File: config.mk
export PLATFORM = sky130hd
export DESIGN_NAME = random_button_gen
export DESIGN_NICKNAME = d
export VERILOG_FILES = /design/src/rtl/random_button_gen_pkg.sv /design/src/rtl/random_button_gen_lfsr.sv /design/src/rtl/random_button_gen.sv
export SDC_FILE = /design/constraint.sdc
export NUM_CORES = 1
export LEC_CHECK = 0
export CORE_MARGIN = 1
export CORE_UTILIZATION = 40
export DETAILED_ROUTE_END_ITERATION = 7
export SYNTH_ARGS = -nofsm -noshare
export SYNTH_HDL_FRONTEND = slang
export SYNTH_SLANG_ARGS = --single-unit
File: constraint.sdc
create_clock -name clk_game -period 1.7 [get_ports clk_game]
set_input_delay 0.255 -clock clk_game [delete_from_list [all_inputs] [get_ports clk_game]]
set_output_delay 0.255 -clock clk_game [all_outputs]
set_load 0.01 [all_outputs]
File: src/rtl/random_button_gen_pkg.sv
// Shared game constants: virtual button bit positions and default LFSR setup.
package random_button_gen_pkg;

    localparam int unsigned BTN_SPARE  = 0;
    localparam int unsigned BTN_LEFT   = 1;
    localparam int unsigned BTN_ATTACK = 2;
    localparam int unsigned BTN_RIGHT  = 3;

    localparam int unsigned LFSR_WIDTH = 16;
    // x^16 + x^14 + x^13 + x^11 + 1, maximal length
    localparam logic [15:0] LFSR_TAPS  = 16'hB400;
    localparam logic [15:0] LFSR_SEED  = 16'hACE1;

endpackage

File: src/rtl/random_button_gen_lfsr.sv
// Right-shifting Galois LFSR with a reload-from-seed guard against the all-zero lock-up state.
module galois_lfsr #(
    parameter int unsigned      WIDTH = 16,
    parameter logic [WIDTH-1:0] TAPS  = 16'hB400,
    parameter logic [WIDTH-1:0] SEED  = 16'hACE1
) (
    input  logic             clk_game,
    input  logic             reset,
    input  logic             step,
    output logic [WIDTH-1:0] state,
    output logic [WIDTH-1:0] next_state
);

    logic [WIDTH-1:0] r_state;
    logic [WIDTH-1:0] w_next;

    always_comb begin
        w_next = r_state >> 1;
        if (r_state[0]) begin
            w_next = w_next ^ TAPS;
        end
        // All-zero is a fixed point of the shift; only an upset can land here.
        if (r_state == '0) begin
            w_next = SEED;
        end
    end

    always_ff @(posedge clk_game or posedge reset) begin
        if (reset) begin
            r_state <= SEED;
        end else if (step) begin
            r_state <= w_next;
        end
    end

    assign state      = r_state;
    assign next_state = w_next;

endmodule

File: src/rtl/random_button_gen.sv
// Pseudo-random virtual button source for the computer-controlled player; each sampled nibble
// of the LFSR is held for HOLD_FRAMES enabled frames.
module random_button_gen
    import random_button_gen_pkg::*;
#(
    parameter int unsigned      WIDTH       = LFSR_WIDTH,
    parameter logic [WIDTH-1:0] TAPS        = WIDTH'(LFSR_TAPS),
    parameter logic [WIDTH-1:0] SEED        = WIDTH'(LFSR_SEED),
    parameter int unsigned      HOLD_FRAMES = 1
) (
    input  logic       clk_game,
    input  logic       reset,
    input  logic       enable,
    output logic [3:0] bits
);

    if (SEED == '0) begin : g_bad_seed
        $fatal(1, "random_button_gen: SEED must be non-zero");
    end
    if (HOLD_FRAMES < 1 || HOLD_FRAMES > 255) begin : g_bad_hold
        $fatal(1, "random_button_gen: HOLD_FRAMES must be in 1..255");
    end
    if (WIDTH < 4) begin : g_bad_width
        $fatal(1, "random_button_gen: WIDTH must be at least 4");
    end

    localparam logic [7:0] HOLD_LAST = 8'(HOLD_FRAMES - 1);

    logic [WIDTH-1:0] w_lfsr_state;
    logic [WIDTH-1:0] w_lfsr_next;
    logic [7:0]       r_hold_cnt;
    logic [3:0]       r_bits;
    logic             w_hold_done;

    galois_lfsr #(
        .WIDTH (WIDTH),
        .TAPS  (TAPS),
        .SEED  (SEED)
    ) u_lfsr (
        .clk_game   (clk_game),
        .reset      (reset),
        .step       (enable),
        .state      (w_lfsr_state),
        .next_state (w_lfsr_next)
    );

    assign w_hold_done = (r_hold_cnt == HOLD_LAST);

    // Sample the value the LFSR moves to on this edge, so HOLD_FRAMES=1 tracks lfsr[3:0].
    always_ff @(posedge clk_game or posedge reset) begin
        if (reset) begin
            r_hold_cnt <= '0;
            r_bits     <= SEED[3:0];
        end else if (enable) begin
            if (w_hold_done) begin
                r_hold_cnt <= '0;
                r_bits     <= w_lfsr_next[3:0];
            end else begin
                r_hold_cnt <= r_hold_cnt + 8'd1;
            end
        end
    end

    assign bits = r_bits;

endmodule

# Word level (Yosys, flattened, before mapping)
# Cells that the tools add are included.
dict set report op_classes {
  mux 3
  bitwise_logic 1
  add_sub_neg 1
  reduce_logical 3
}
# operator n
set ops {}
lappend ops {{2-to-1 mux 16 bit} 2}
lappend ops {{zero test 16 bit} 1}
lappend ops {{adder 8 x 1 -> 8 bit (second input constant)} 1}
lappend ops {{zero test 8 bit} 1}
lappend ops {{2-to-1 mux 8 bit} 1}
lappend ops {{NOT 3 -> 4 bit} 1}
lappend ops {{AND reduction 2 bit} 1}
dict set report totals {
  wordCells 11
  output_inout_bits 4
  reg_bits 28
  input_bits 3
}

# Longest topological paths before layout
# Gate-level depths: netlist of run 1.
dict set report depth {
  ltp_word 3
  mapped_depth 6
  ltp_nobuf 5
}

# Modules after synthesis
# A second synthesis of run 1 with hierarchy kept.
dict set report hier_totals {
  cells_unflattened 124
  hier_area_um2 1387.6
}
# mod cells_per_inst n_inst area_each_um2
set by_module_without_submodules {}
lappend by_module_without_submodules {galois_lfsr 78 1 812.0}
lappend by_module_without_submodules {random_button_gen 46 1 575.6}

# Worst setup path before layout of run 1
# Ideal clock, no wire load.
dict set report synth_timing {
  path_kind {register to register}
  from {reg r_hold_cnt[0]}
  to {reg r_bits[1] (netlist: bits[1])}
  arrival_time_ps 1366
  setup_slack_ps 209
  setup_time_ps 125
  n_path_buf 1
  path_stages_with_launch 7
  period_less_slack_ps 1491
  required_time_ps 1575
  cell_sequence {dfrtp_1 > inv_1 > ha_1 > nor4b_2 > and2_4 > buf_8 > mux2_4}
}
dict set report synth_via {
  elab_chain_cells 2
}
# item line_no
set synth_rtl {}
lappend synth_rtl {{from (decl)} random_button_gen.sv:31} ;# logic [7:0] r_hold_cnt;
lappend synth_rtl {{from (signal assigned)} random_button_gen.sv:59} ;# r_hold_cnt <= r_hold_cnt + 8'd1;
lappend synth_rtl {{zero test 8 bit} random_button_gen.sv:47} ;# assign w_hold_done = (r_hold_cnt == HOLD_LAST);
lappend synth_rtl {{AND reduction 2 bit (no source line)} --}
lappend synth_rtl {{to (signal assigned)} random_button_gen.sv:53} ;# r_bits <= SEED[3:0];
lappend synth_rtl {{to (signal assigned)} random_button_gen.sv:57} ;# r_bits <= w_lfsr_next[3:0];
lappend synth_rtl {{to (decl)} random_button_gen.sv:32} ;# logic [3:0] r_bits;
# No other way between the ends.
# A chain may end at the register's enable or synchronous reset.

# Worst setup path in the final report of run 1
dict set report layout_timing {
  from {reg r_hold_cnt[1]}
  to {reg r_bits[1] (netlist: bits[1])}
}
# The elaborated chain is that of the path after synthesis.

==> results.json, run 1 <==
{
  "crit_start": "r_hold_cnt[1]$_DFFE_PP0P_",
  "vias": 759,
  "diodes": 0,
  "ir_drop_mv": 1.03,
  "clock_skew_ns": 0.00131,
  "routed_wl_mm": 2.02,
  "setup_violations": 0,
  "synth-adder-area-share_pct": 1.92,
  "rr_worst_depth": 5,
  "htreeDepth": 1,
  "synth-simple-area-share_pct": 16.2,
  "clk_root_buffer_cell": "clkbuf_4",
  "start_kind": "flip-flop",
  "synth_compound_area_share_pct": 5.87,
  "drt_iter0_drc": 26,
  "synthCells": 109,
  "num-nets-final": 125,
  "start_util_pct": 42.3,
  "synth.distinct_cells": 27,
  "post-route-period-util_pct": 89.2,
  "status": "completed",
  "grt_pass1_vias": 767,
  "yosysTopAreaCellShare_pct": 36.5,
  "post-route-cell-area_um2": 1460,
  "yosysWarnings": 0,
  "synth_xor_area_share_pct": 6.73,
  "synth_mux_area_share_pct": 8.56,
  "max_stage_delay_ns": 0.46,
  "clkTransAtPathRegs_ns": 0.15,
  "finalHoldViolCount": 0,
  "slew_viol_final": 0,
  "fmax_ghz": 0.659,
  "syn2layout_area_growth_pct": 11.9,
  "syn_nets": 114,
  "grt_use_total_pct": 13.5,
  "antenna_found_initial": 0,
  "clock_tree.buffer_depth": 2,
  "syn_area_um2": 1300,
  "grt_max_degree": 29,
  "synth_top_family_by_area": "simple AND/OR/NAND/NOR gates",
  "yosys-top-cells-area": "dfrtp_1 37%, dfstp_2 18%, a31oi_1 4.3%",
  "yosysTopAreaCell": "dfrtp_1",
  "core_um2": 3080,
  "slowest_stage": "dfrtp_1",
  "wl_per_cell_um": 12.4,
  "synth_edf_count": 0,
  "synth_flop_cell": "dfrtp_1",
  "hp-class": "input pin to async pin",
  "rsz0062_at_grt": "false",
  "ys_ff_latch": 28,
  "critPathMaxFanout": 5,
  "crit_type": "flip-flop to flip-flop",
  "placed_area_um2": 1420,
  "crit_path_end_kind": "flip-flop",
  "dp_hpwl_mm": 1.44,
  "yosysMostFrequentCell": "dfrtp_1",
  "clock_latency_ns": 0.32,
  "port_buffers": 6,
  "die-area_um2": 3490,
  "cts_made_buffers": 3,
  "cts_tree": "yes",
  "async_flop_share_pct": 100,
  "worstReg2RegStart": "r_hold_cnt[1]$_DFFE_PP0P_",
  "overflow": 0,
  "grt_pass1_wl_mm": 3.49,
  "maxCapViolCount": 0,
  "ys_seq_area_share_pct": 54.7,
  "timing.critical_path.cells": "inv_1 > ha_1 > nor4b_2 > and2_4 > mux2_4",
  "total_power_mw": 2.08,
  "vias_per_cell": 4.66,
  "num_rows": 20,
  "ios": 7,
  "clock-sinks": 28,
  "worstPathRequired_ns": 1.93,
  "synth_common_cells": "19 x dfrtp_1, 14 x nor2_1, 9 x a31oi_1, 9 x dfstp_2, 9 x inv_1",
  "worstMarginPinSlew_ns": 0.388,
  "cts_hold_buf": 0,
  "drt-pass1-iter-count": 4,
  "synth.avg_cell_area_um2": 11.9,
  "die_w_um": 59.0,
  "drc": 0,
  "fin_crit_ns": 1.52,
  "powerDensity_nw_per_um2": 1430,
  "dieHeight_um": 59.0,
  "drive_gt1_share_pct": 28.6,
  "ant_nets": 0,
  "tns_ns": 0,
  "gp_congestion": 0.775,
  "crit_arrival_ns": 1.75,
  "power_leakage_nw": 0.641,
  "relSlewSlack_pct": 73.9
}
[state kept, by name, indices dropped and copies added, names as in the netlist]
name,cells
bits,4
r_hold_cnt,8
u_lfsr.state,16
[cells in the final DEF, fill, tap and decap left out, types with 4 or more instances in the layout]
cell             instances
dfrtp_1                 19
nor2_1                  14
inv_1                    9
a31oi_1                  9
dfstp_2                  9
nand2_1                  6
xnor2_1                  6
buf_4                    6
mux2_2                   5
clkdlybuf4s50_1          5
xor2_1                   4
[worst paths after layout]
kind,end,slack [ns]
min in group clk_game,r_hold_cnt[7]$_DFFE_PP0P_,0.50
min,r_hold_cnt[0]$_DFFE_PP0P_,0.27
max in group asynchronous,u_lfsr.state[6]$_DFFE_PP1P_,1.13
min reg2reg,r_hold_cnt[7]$_DFFE_PP0P_,0.50
max,bits[1]$_DFFE_PP0P_,0.18
max reg2reg,bits[1]$_DFFE_PP0P_,0.18
[report_power, final]
| group | switching, mW | internal (mW) | leakage, nW |
|---|---|---|---|
| clock | 0.194 | 0.131 | 0.0210 |
| combinational | 0.248 | 0.365 | 0.300 |
| sequential | 0.223 | 0.922 | 0.320 |
| total | 0.665 | 1.42 | 0.641 |
[metrics by stage]
| stage | hold slack (ns) | utilization, % | setup WS, ns | std cells |
|---|---|---|---|---|
| floorplan | 0.314 | - | 0.209 | 109 |
| global placement | 0.478 | 46.1 | 0.0648 | 159 |
| detailed placement | 0.483 | 46.1 | 0.0385 | 159 |
| CTS | 0.273 | 47.2 | 0.00613 | 163 |
| global route | 0.287 | 47.3 | 0.0746 | 163 |
| finish | 0.270 | 47.3 | 0.184 | 163 |
[metal layers]
metal | share of wire [%] | track usage (%)
met3 | 2.6 | 4.59
met1 | 50 | 18.1
met4 | 0.89 | 4.08
met2 | 47 | 20.8
met5 | 0 | 0
[critical path, delay by kind of cell (launching register included)]
kind | cells | cell delay (ns)
buffers and inverters | 1 | 0.07
AND/OR/NAND/NOR | 2 | 0.48
multiplexers | 1 | 0.29
flip-flops | 1 | 0.46
adder cells (fa/ha/maj) | 1 | 0.12
[repair_timing]
| item | 4_1_cts | 5_1_grt |
|---|---|---|
| buffers inserted | 0 | 0 |
| endpoints found under the setup margin | 0 | 1 |
| hold endpoints to repair | 0 | 0 |
| resized for setup | 0 | 1 |
[cell type report]
type	count	area, um^2
Sequential cell	28	712
Multi-Input combinational cell	66	512
Inverter	9	33.8
Fill cell	303	1620
Clock buffer	4	36.3
Timing Repair Buffer	12	108
Tap cell	44	55.1
[kinds of logic (layout without fill, tap and decap cells)]
kind of cell	after synthesis	after routing
AND/OR/NAND/NOR	32	32
flip-flops	28	28
buffers and inverters	15	25
AO/OA/AOI/OAI	13	13
XOR/XNOR	10	10
multiplexers	9	9
adder cells (fa/ha/maj)	2	2
No activity file was read; power rests on OpenSTA's default activity.
==> inputs of run 2 (changes only) <==
CORE_ASPECT_RATIO = 1.75   (was not set)
DONT_BUFFER_PORTS = 1   (was not set)
==> results.json, run 2 (same netlist as run 1, synthesis figures left out) <==
{
  "status": "completed",
  "relSlewSlack_pct": 70.7,
  "fin_util_pct": 44.5,
  "port_buffers": 0,
  "crit_arrival_ns": 1.76,
  "pwr-share-comb_pct": 22.5,
  "rr_worst_depth": 5,
  "regArea_um2": 712,
  "route.met2.wl_mm": 1.15,
  "wl_met1_um": 864,
  "routed_wl_mm": 2.11,
  "grt_pass1_wl_mm": 3.68,
  "r2r_end": "bits[1]$_DFFE_PP0P_",
  "cts_made_buffers": 3,
  "clock_tree.buffer_depth": 2,
  "power_leakage_nw": 0.597,
  "multiInputGateArea_um2": 512,
  "worstMarginPinSlew_ns": 0.436,
  "critPathMaxFanout": 7,
  "drive_gt1_share_pct": 26.6,
  "grt_max_degree": 35,
  "nFillCells": 299,
  "rsz0062_at_grt": "false",
  "slew_viol_final": 0,
  "wl_per_cell_um": 13.9,
  "final_cell_mix": "19 x dfrtp_1, 14 x nor2_1, 9 x inv_1, 9 x a31oi_1, 9 x dfstp_2",
  "hp-class": "input pin to flip-flop",
  "gp_congestion": 0.743,
  "clock_skew_ns": 0.000466,
  "num_rows": 27,
  "syn2layout_area_growth_pct": 6.35,
  "fin_crit_ns": 1.60,
  "dieHeight_um": 77.5,
  "dp_hpwl_mm": 1.51,
  "min_delay_worst_endpoint": "u_lfsr.state[15]$_DFFE_PP1P_",
  "mostFrequentLayoutCell": "dfrtp_1",
  "internal-power_mw": 1.40,
  "setup_violations": 0,
  "fmax_ghz": 0.626,
  "post-route-period-util_pct": 93.9,
  "overflow": 0,
  "crit_path_end_kind": "flip-flop",
  "core_um2": 3110,
  "clk_root_buffer_cell": "clkbuf_8",
  "power_switching_uw": 664,
  "fin_ws_ns": 0.103,
  "grt_pass1_vias": 814,
  "drt_iter0_drc": 13,
  "worstPathRequired_ns": 1.86,
  "dp_cells": 147,
  "start_util_pct": 41.9,
  "vias_per_cell": 4.97,
  "drt-pass1-iter-count": 4,
  "die_w_um": 45.1,
  "clkPwrFrac_pct": 19.7,
  "r2r_setup_slack_ns": 0.10,
  "clkTransAtPathRegs_ns": 0.09,
  "num-nets-final": 115,
  "worstReg2RegStart": "r_hold_cnt[0]$_DFFE_PP0P_",
  "finalHoldViolCount": 0,
  "dp_slack_ns": 0.100,
  "postCtsSetupBuffers": 0,
  "grt_use_total_pct": 14.4,
  "largest_register_ffs": 16,
  "powerDensity_nw_per_um2": 1490,
  "ios": 7,
  "clock-sinks": 28,
  "min_path_cells": 1,
  "placed_area_um2": 1320,
  "clock_latency_ns": 0.27,
  "htreeDepth": 1,
  "route.top_layer_used": "met4",
  "whs_ns": 0.0350,
  "stdcell_count": 152,
  "die-area_um2": 3490,
  "ir_drop_mv": 0.496,
  "drc": 0,
  "diodes": 0,
  "ant_nets": 0,
  "total_power_mw": 2.06,
  "start_kind": "flip-flop",
  "power.share.switching_pct": 32.2,
  "post-route-cell-area_um2": 1380,
  "tns_ns": 0,
  "maxCapViolCount": 0,
  "seq_power_share_pct": 57.7,
  "cts_tree": "yes",
  "vias": 755,
  "hold_start": "enable",
  "antenna_found_initial": 0,
  "wl_met3_um": 35,
  "crit_type": "flip-flop to flip-flop"
}
-- run 2: layout make-up --
cell class	instances	area share, %
repair buffers	2	1.27
clock buffers	4	3.98
inverters	9	2.44
flip-flops and latches	28	51.4
multi-input cells	66	37.0
well taps	43	3.89
-- run 2: worst max path at each step --
| stage | slack, ns | cells after the start | end | from |
|---|---|---|---|---|
| after floorplan | 0.21 | 6 | bits[1]$_DFFE_PP0P_ | r_hold_cnt[0]$_DFFE_PP0P_ |
| after global placement | 0.21 | 3 | u_lfsr.state[6]$_DFFE_PP1P_ | u_lfsr.state[3]$_DFFE_PP0P_ |
| after detailed placement | 0.10 | 5 | bits[1]$_DFFE_PP0P_ | r_hold_cnt[0]$_DFFE_PP0P_ |
| after CTS | 0.09 | 5 | bits[1]$_DFFE_PP0P_ | r_hold_cnt[0]$_DFFE_PP0P_ |
| after global routing | 0.002 | 3 | u_lfsr.state[13]$_DFFE_PP1P_ | u_lfsr.state[3]$_DFFE_PP0P_ |
| final | 0.10 | 5 | bits[1]$_DFFE_PP0P_ | r_hold_cnt[0]$_DFFE_PP0P_ |
-- run 2: critical path: stages, from the launching register on --
cell and delay (ns):
dfrtp_1 0.44, inv_1 0.08, ha_1 0.13, nor4b_2 0.26, and2_4 0.26, mux2_4 0.31
-- run 2: timing repair --
action / 4_1_cts / 5_1_grt
setup endpoints to repair: 0 / 0
hold buffers: 1 / 0
gates resized for setup: 0 / 0
endpoints found under the hold margin: 19 / 0
-- run 2: per-layer routing --
metal / track usage [%] / vias to the layer above
met1: 16.8 / 376
met5: 0 / -
met2: 24.2 / 5
li1: - / 369
met4: 8.18 / 0
met3: 1.63 / 5
-- run 2: power by group through the flow --
stage	registers (mW)	clock network [mW]	logic, mW
final	1.19	0.407	0.465
after floorplan	1.14	0	0.442
after CTS	1.20	0.418	0.473
after global placement	1.19	0	0.444
after detailed placement	1.21	0	0.468
after global routing	1.22	0.445	0.529
==> inputs of run 3 (changes only) <==
CAP_MARGIN = 40   (was not set)
==> results of run 3 <==
Final layout, timing and power as in run 2 (identical DEF).
